[config.mk]
export PLATFORM = sky130hd
export DESIGN_NAME = fetch_queue
export DESIGN_NICKNAME = d
export VERILOG_FILES = /design/src/rtl/fetch_queue.sv
export SDC_FILE = /design/constraint.sdc
export NUM_CORES = 1
export LEC_CHECK = 0
export CORE_MARGIN = 10
export CORE_UTILIZATION = 61
export CTS_CLUSTER_DIAMETER = 40
export DETAILED_ROUTE_END_ITERATION = 16
export GPL_TIMING_DRIVEN = 0
export PLACE_DENSITY = 0.95
export SLEW_MARGIN = 20
export SYNTH_ARGS = -nofsm -noshare
export SYNTH_HDL_FRONTEND = slang
export SYNTH_SLANG_ARGS = --single-unit
[constraint.sdc]
create_clock -name clk -period 7.2 [get_ports clk]
set_clock_uncertainty 0.2 [all_clocks]
set_input_delay 1.44 -clock clk [delete_from_list [all_inputs] [get_ports clk]]
set_output_delay 1.44 -clock clk [all_outputs]
set_load 0.1 [all_outputs]
[src/rtl/fetch_queue.sv]
// Instruction fetch queue: issues sequential word-address requests, buffers {pc, instr}
// pairs and hands them to decode. FETCH_BYPASS_EN enables a zero-latency empty-queue bypass.
module fetch_queue #(
  parameter int              XLEN     = 32,
  parameter int              DEPTH    = 4,
  parameter logic [XLEN-1:0] PC_RESET = '0
) (
  input  logic            clk,
  input  logic            rst_n,
  input  logic            redirect_valid,
  input  logic [XLEN-1:0] redirect_pc,
  output logic            imem_req_valid,
  input  logic            imem_req_ready,
  output logic [XLEN-1:0] imem_addr,
  input  logic            imem_rsp_valid,
  input  logic [XLEN-1:0] imem_rsp_data,
  output logic            instr_valid,
  input  logic            instr_ready,
  output logic [XLEN-1:0] instr,
  output logic [XLEN-1:0] instr_pc
);

  localparam int AW = $clog2(DEPTH);
  localparam int CW = AW + 1;
  localparam logic [CW:0] DEPTH_C = (CW+1)'(DEPTH);

  logic [XLEN-1:0] pc_mem  [DEPTH];
  logic [XLEN-1:0] ins_mem [DEPTH];
  logic [AW-1:0]   rd_ptr, wr_ptr;
  logic [CW-1:0]   count, outstanding, drop;
  logic [XLEN-1:0] req_pc, rsp_pc;
  logic            running;

  logic [CW:0] in_use;
  logic        credit, req_fire, fifo_empty, rsp_keep, push, pop;

  // Handshakes: a transfer happens on a cycle where valid and ready are both high;
  // valid never depends on ready, and the payload is held while valid & !ready.
  assign in_use         = {1'b0, count} + {1'b0, outstanding};
  assign credit         = in_use < DEPTH_C;
  assign imem_req_valid = running & credit & ~redirect_valid;
  assign imem_addr      = req_pc;
  assign req_fire       = imem_req_valid & imem_req_ready;
  assign fifo_empty     = (count == '0);
  assign rsp_keep       = imem_rsp_valid & (drop == '0);
  assign pop            = ~fifo_empty & instr_ready & ~redirect_valid;

`ifdef FETCH_BYPASS_EN
  logic bypass;
  assign bypass      = fifo_empty & rsp_keep & ~redirect_valid;
  // A bypassed response consumed by decode this cycle never enters the FIFO.
  assign push        = rsp_keep & ~(bypass & instr_ready);
  assign instr_valid = ~fifo_empty | bypass;
  assign instr       = bypass ? imem_rsp_data : ins_mem[rd_ptr];
  assign instr_pc    = bypass ? rsp_pc : pc_mem[rd_ptr];
`else
  assign push        = rsp_keep;
  assign instr_valid = ~fifo_empty;
  assign instr       = ins_mem[rd_ptr];
  assign instr_pc    = pc_mem[rd_ptr];
`endif

  always_ff @(posedge clk or negedge rst_n) begin
    if (!rst_n) begin
      running     <= 1'b0;
      req_pc      <= PC_RESET;
      rsp_pc      <= PC_RESET;
      count       <= '0;
      outstanding <= '0;
      drop        <= '0;
      rd_ptr      <= '0;
      wr_ptr      <= '0;
      for (int i = 0; i < DEPTH; i++) begin
        pc_mem[i]  <= PC_RESET;
        ins_mem[i] <= '0;
      end
    end else begin
      running <= 1'b1;
      if (redirect_valid) begin
        // Everything still in flight belongs to the old path, including a
        // response landing in this very cycle.
        req_pc      <= redirect_pc;
        rsp_pc      <= redirect_pc;
        count       <= '0;
        rd_ptr      <= '0;
        wr_ptr      <= '0;
        outstanding <= outstanding - CW'(imem_rsp_valid);
        drop        <= outstanding - CW'(imem_rsp_valid);
      end else begin
        if (req_fire)
          req_pc <= req_pc + XLEN'(1);
        outstanding <= outstanding + CW'(req_fire) - CW'(imem_rsp_valid);
        if (imem_rsp_valid) begin
          if (drop != '0)
            drop <= drop - CW'(1);
          else
            rsp_pc <= rsp_pc + XLEN'(1);
        end
        if (push) begin
          pc_mem[wr_ptr]  <= rsp_pc;
          ins_mem[wr_ptr] <= imem_rsp_data;
          wr_ptr          <= wr_ptr + AW'(1);
        end
        if (pop)
          rd_ptr <= rd_ptr + AW'(1);
        count <= count + CW'(push) - CW'(pop);
      end
    end
  end

endmodule

-- Yosys cells after proc, flatten, opt, wreduce, memory -nomap -nowiden
Index checks and enable logic that the tools add are counted.
- bits in registers: 334
- bitwise logic cells: 10
- reductions and logical operators: 12
- equal/unequal tests: 1
- magnitude comparators: 4
- mux-type cells: 24
- $add $sub $neg: 11
- operator list (kind ; count):
    2-to-1 mux 32 bit ; 10
    bitwise mux 128 bit ; 2
    binary-select mux 32 bit (select 2 bit) ; 2
    adder 32 x 1 -> 32 bit (second input constant) ; 2
    demux 32 bit (select 2 bit) ; 1
    2-to-1 mux 3 bit ; 5
    nonzero test 2 bit ; 5
    subtractor 3 x 1 -> 3 bit ; 3
    2-to-1 mux 2 bit ; 4
    adder 3 x 1 -> 3 bit ; 2
    bitwise AND 1 bit ; 6
    >= comparator 3 bit (second input constant) ; 2
    zero test 3 bit ; 2
    inverter 2 -> 3 bit ; 2
    AND reduction 2 bit ; 3
    adder 2 x 1 -> 2 bit (second input constant) ; 2
    adder 3 x 3 -> 4 bit ; 1
    less-than comparator 4 x 3 -> 1 bit (second input constant) ; 1
    less-than comparator 3 x 1 -> 1 bit (second input constant) ; 1
    nonzero test 3 bit ; 1
    subtractor 3 x 1 -> 3 bit (second input constant) ; 1
    != test 2 bit (second input constant) ; 1
    inverter 1 bit ; 2
    logical AND 1 bit ; 1

-- Longest topological paths before layout
- depth after elaboration: 8
- gate-level depth with buffers: 14
- gate-level depth less buffers: 11

-- Worst setup path before layout
Ideal clock, no wire load.
- path type: in2out
- start point: input redirect_valid
- end point: output imem_req_valid
- stages on the path: 3
- arrival: 2.557 ns
- slack: 3.003 ns
- path through: buf_2 -> nor3b_2 -> and3_1
- word-level cells in the longest chain between the ends: 2
- RTL lines (what ; RTL line ; text):
    start, declared ; 10 ; input logic redirect_valid,
    inverter 1 bit (no source line) ; -- ;
    bitwise AND 1 bit ; 41 ; assign imem_req_valid = running & credit & ~redirect_valid;
    end, declared ; 12 ; output logic imem_req_valid,
Every way passes these cells.

-- Worst setup path after layout
- start point: register rd_ptr[1]
- end point: output instr_pc[11]
- word-level cells in the longest chain between the ends: 4
- RTL lines (what ; RTL line ; text):
    start, declared ; 29 ; logic [AW-1:0] rd_ptr, wr_ptr;
    start signal, assigned ; 105 ; rd_ptr <= rd_ptr + AW'(1);
    inverter 2 -> 3 bit (not written as such) ; 60 ; assign instr_pc = pc_mem[rd_ptr];
    binary-select mux 32 bit (select 2 bit) ; 60 ;
    2-to-1 mux 32 bit (not written as such) (2 in a row) ; 60 ;
    end, declared ; 20 ; output logic [XLEN-1:0] instr_pc
Every way passes these cells. The select of a mux whose other input is x is not followed.

==> results.cfg <==
[status]
status = complete, no violations

[clock_tree]
clockBufferDepth = 3
clk_pin_slew_ns = 0.06
cts.sinks = 334
cts_made_buffers = 43
cts-root-buf = clkbuf_16
htreeDepth = 2
tritoncts = built
worst_skew_pair.late_latency_ns = 0.54
hold_buffers = 0
cts_resized = 0
cts_setup_buffers = 0

[setup_path]
crit_arrival_ns = 3.49
r2r_cells = 14
setup.worst_path.start_class = flop
critical_path_required_ns = 5.56
cp_max_fo = 10
r2r-end = outstanding[2]
critPathCapture = instr_pc[11]
cp-end-kind = primary output
crit_type = flop to primary output
crit_path_start = rd_ptr[1]
timing.rr.start = count[1]
reg2reg_slack_ns = 3.81

[synth]
syn_inst = 1137
synth_commonest_cells = 334 x dfrtp_1, 200 x mux2_2, 77 x nand2_1
synth_area_leaders = dfrtp_1 54%, mux2_2 15%, mux4_2 9.3%, mux2_1 3.4%, nand2_1 1.9%
synth_cell_types = 51
ys.flop_type = dfrtp_1
synth_area_sq_mm = 0.0155
yosysWarnings = 0
yosysMostFrequentCell = dfrtp_1
ys_seq_elements = 334
yosysSeqAreaShare_pct = 53.9
async_reset_ff_share_pct = 100
syn_nets = 1225
synth_top_area_share_pct = 53.9
synth-edff-count = 0
synth_top_area_cell = dfrtp_1
postSynthAreaPerCell_sq_um = 13.6

[drt]
wl_per_cell_microns = 25.1
ant_nets = 0
via_per_inst = 6.34
drtIter0Drc = 928
drt-total-wl_microns = 43100
num_vias = 10900
route.detailed.drc = 0
dr.pass1.iters = 5

[timing]
post-route-period-util_pct = 71.2
hold_viol = 0
fmax_ghz = 0.195
rsz0062_at_grt = false
worst_pin_slew_ns = 1.11
setup_viol = 0
worst_slew_margin_rel_pct = 25.9
period_minus_slack_ns = 5.13
timing.final.max_slew_violations = 0
fin_tns_setup_ns = 0

[pwr]
peakVddDrop_mv = 0.521
p_leak_nw = 8.64
p_per_area_mw_per_mm2 = 462

[placed_design]
dpl.hpwl_microns = 28600
numPortBuffers = 166
place.gp.congestion = 0.910

[floorplanning]
dieArea_sq_mm = 0.0322
die_width_microns = 179
io_pins = 168
initial_core_util_pct = 61.8
core_sq_mm = 0.0251
rows = 58
die_y_microns = 179

[layout]
synthToLayoutAreaGrowth_pct = 24.1
nNetsFinal = 1439
nFillCells = 1414
drive_gt1_share_pct = 28.4
finish.utilization_pct = 76.7

[global_route]
grt_pass1_wl_microns = 68100
grt-ovfl-total = 0
grt_pass1_vias = 12000
grt_max_degree = 106
antenna_found_initial = 2
track_usage_pct = 26.3

[worst_hold_path]
hold_class = flop to flop

[run]
maxCapViolCount = 0
-- worst max-delay path, stage by stage, from the launching register on --
cell and delay, ns:
dfrtp_1 0.34, clkbuf_1 0.45, clkbuf_1 0.61, mux4_2 0.32, clkdlybuf4s50_1 1.23
-- layer usage --
metal | share of wire [%] | global-route usage (%) | routed length [microns]
met1 | 38 | 31.4 | 16300
met2 | 51 | 44.9 | 21800
met3 | 8.3 | 6.73 | 3590
met4 | 3.2 | 9.82 | 1400
met5 | 0.030 | 0 | 13
-- flip-flops by register name (all words and copies together), names as in the netlist, 3 cells and up --
register / cells
count: 3
drop: 3
imem_addr: 32
ins_mem: 128
outstanding: 3
pc_mem: 128
rsp_pc: 32
-- power by group --
group,internal (mW),switching (mW),total (mW)
Clock,1.46,0.875,2.33
Combinational,1.18,2.81,4.00
Sequential,2.28,0.296,2.57
-- layout make-up --
cell class              instances  area (sq um)  share of cell area [%]
diodes                          1          2.50                  0.0130
plain buffers                  74           345                    1.79
clock buffers                  50          1150                    5.99
clock inverters                28           418                    2.17
inverters                      24          90.1                   0.468
multi-input cells             705          6720                    34.9
flip-flops and latches        334          8360                    43.4
well taps                     330           413                    2.14
repair buffers                169          1750                    9.09
-- how the worst min path moves through the flow --
| stage | from | to | slack (ns) | cells after the start |
|---|---|---|---|---|
| 2_1_floorplan | pc_mem[16] | pc_mem[16] | 0.24 | 2 |
| 3_3_place_gp | pc_mem[16] | pc_mem[16] | 0.26 | 2 |
| 4_1_cts | pc_mem[58] | pc_mem[58] | 0.28 | 2 |
| 3_5_place_dp | pc_mem[58] | pc_mem[58] | 0.27 | 2 |
| 6_report | pc_mem[58] | pc_mem[58] | 0.28 | 2 |
| 5_1_grt | pc_mem[5] | pc_mem[5] | 0.31 | 1 |
-- cells by family after synthesis --
kind of cell	Yosys count	synth area share, %
flops	334	53.9
mux	313	27.3
simple gates	222	7.74
compound gates	103	3.96
buf+inv	98	2.81
xor+xnor	48	2.71
fa+ha+maj	18	1.55
other cells	1	0.0242
-- placed cells by master (no fill, tap or decap), types with 5 or more instances in the layout --
master and count:
buf_2 32, xor2_1 29, bufinv_16 8, nor2_1 30, clkbuf_1 32, and4_1 5, o311ai_1 9, o21ai_0 26
xnor2_1 19, clkbuf_8 7, and3_1 5, or3_1 5, nand2_1 77, mux2_2 200, inv_1 23, dfrtp_1 334
a31oi_1 5, o21ai_1 33, o211ai_1 12, ha_1 16, buf_1 9, inv_6 8, nand4_1 37, a21oi_1 10
mux2_1 47, mux4_2 64, nand3_1 30, clkbuf_16 43, clkdlybuf4s50_1 165
-- metrics by stage --
| step | std cells | hold slack [ns] | total power [mW] | setup slack (ns) | instance area (sq um) |
|---|---|---|---|---|---|
| after floorplan | 1137 | 0.245 | 5.54 | 3.00 | 15500 |
| after global placement | 1633 | 0.257 | 6.41 | -9.37 | 17600 |
| after detailed placement | 1636 | 0.272 | 6.54 | 2.40 | 17700 |
| after CTS | 1714 | 0.285 | 8.93 | 2.06 | 19200 |
| after global routing | 1715 | 0.305 | 9.17 | 1.98 | 19300 |
| final | 1715 | 0.282 | 8.90 | 2.07 | 19300 |
No activity file was read; power rests on OpenSTA's default activity.
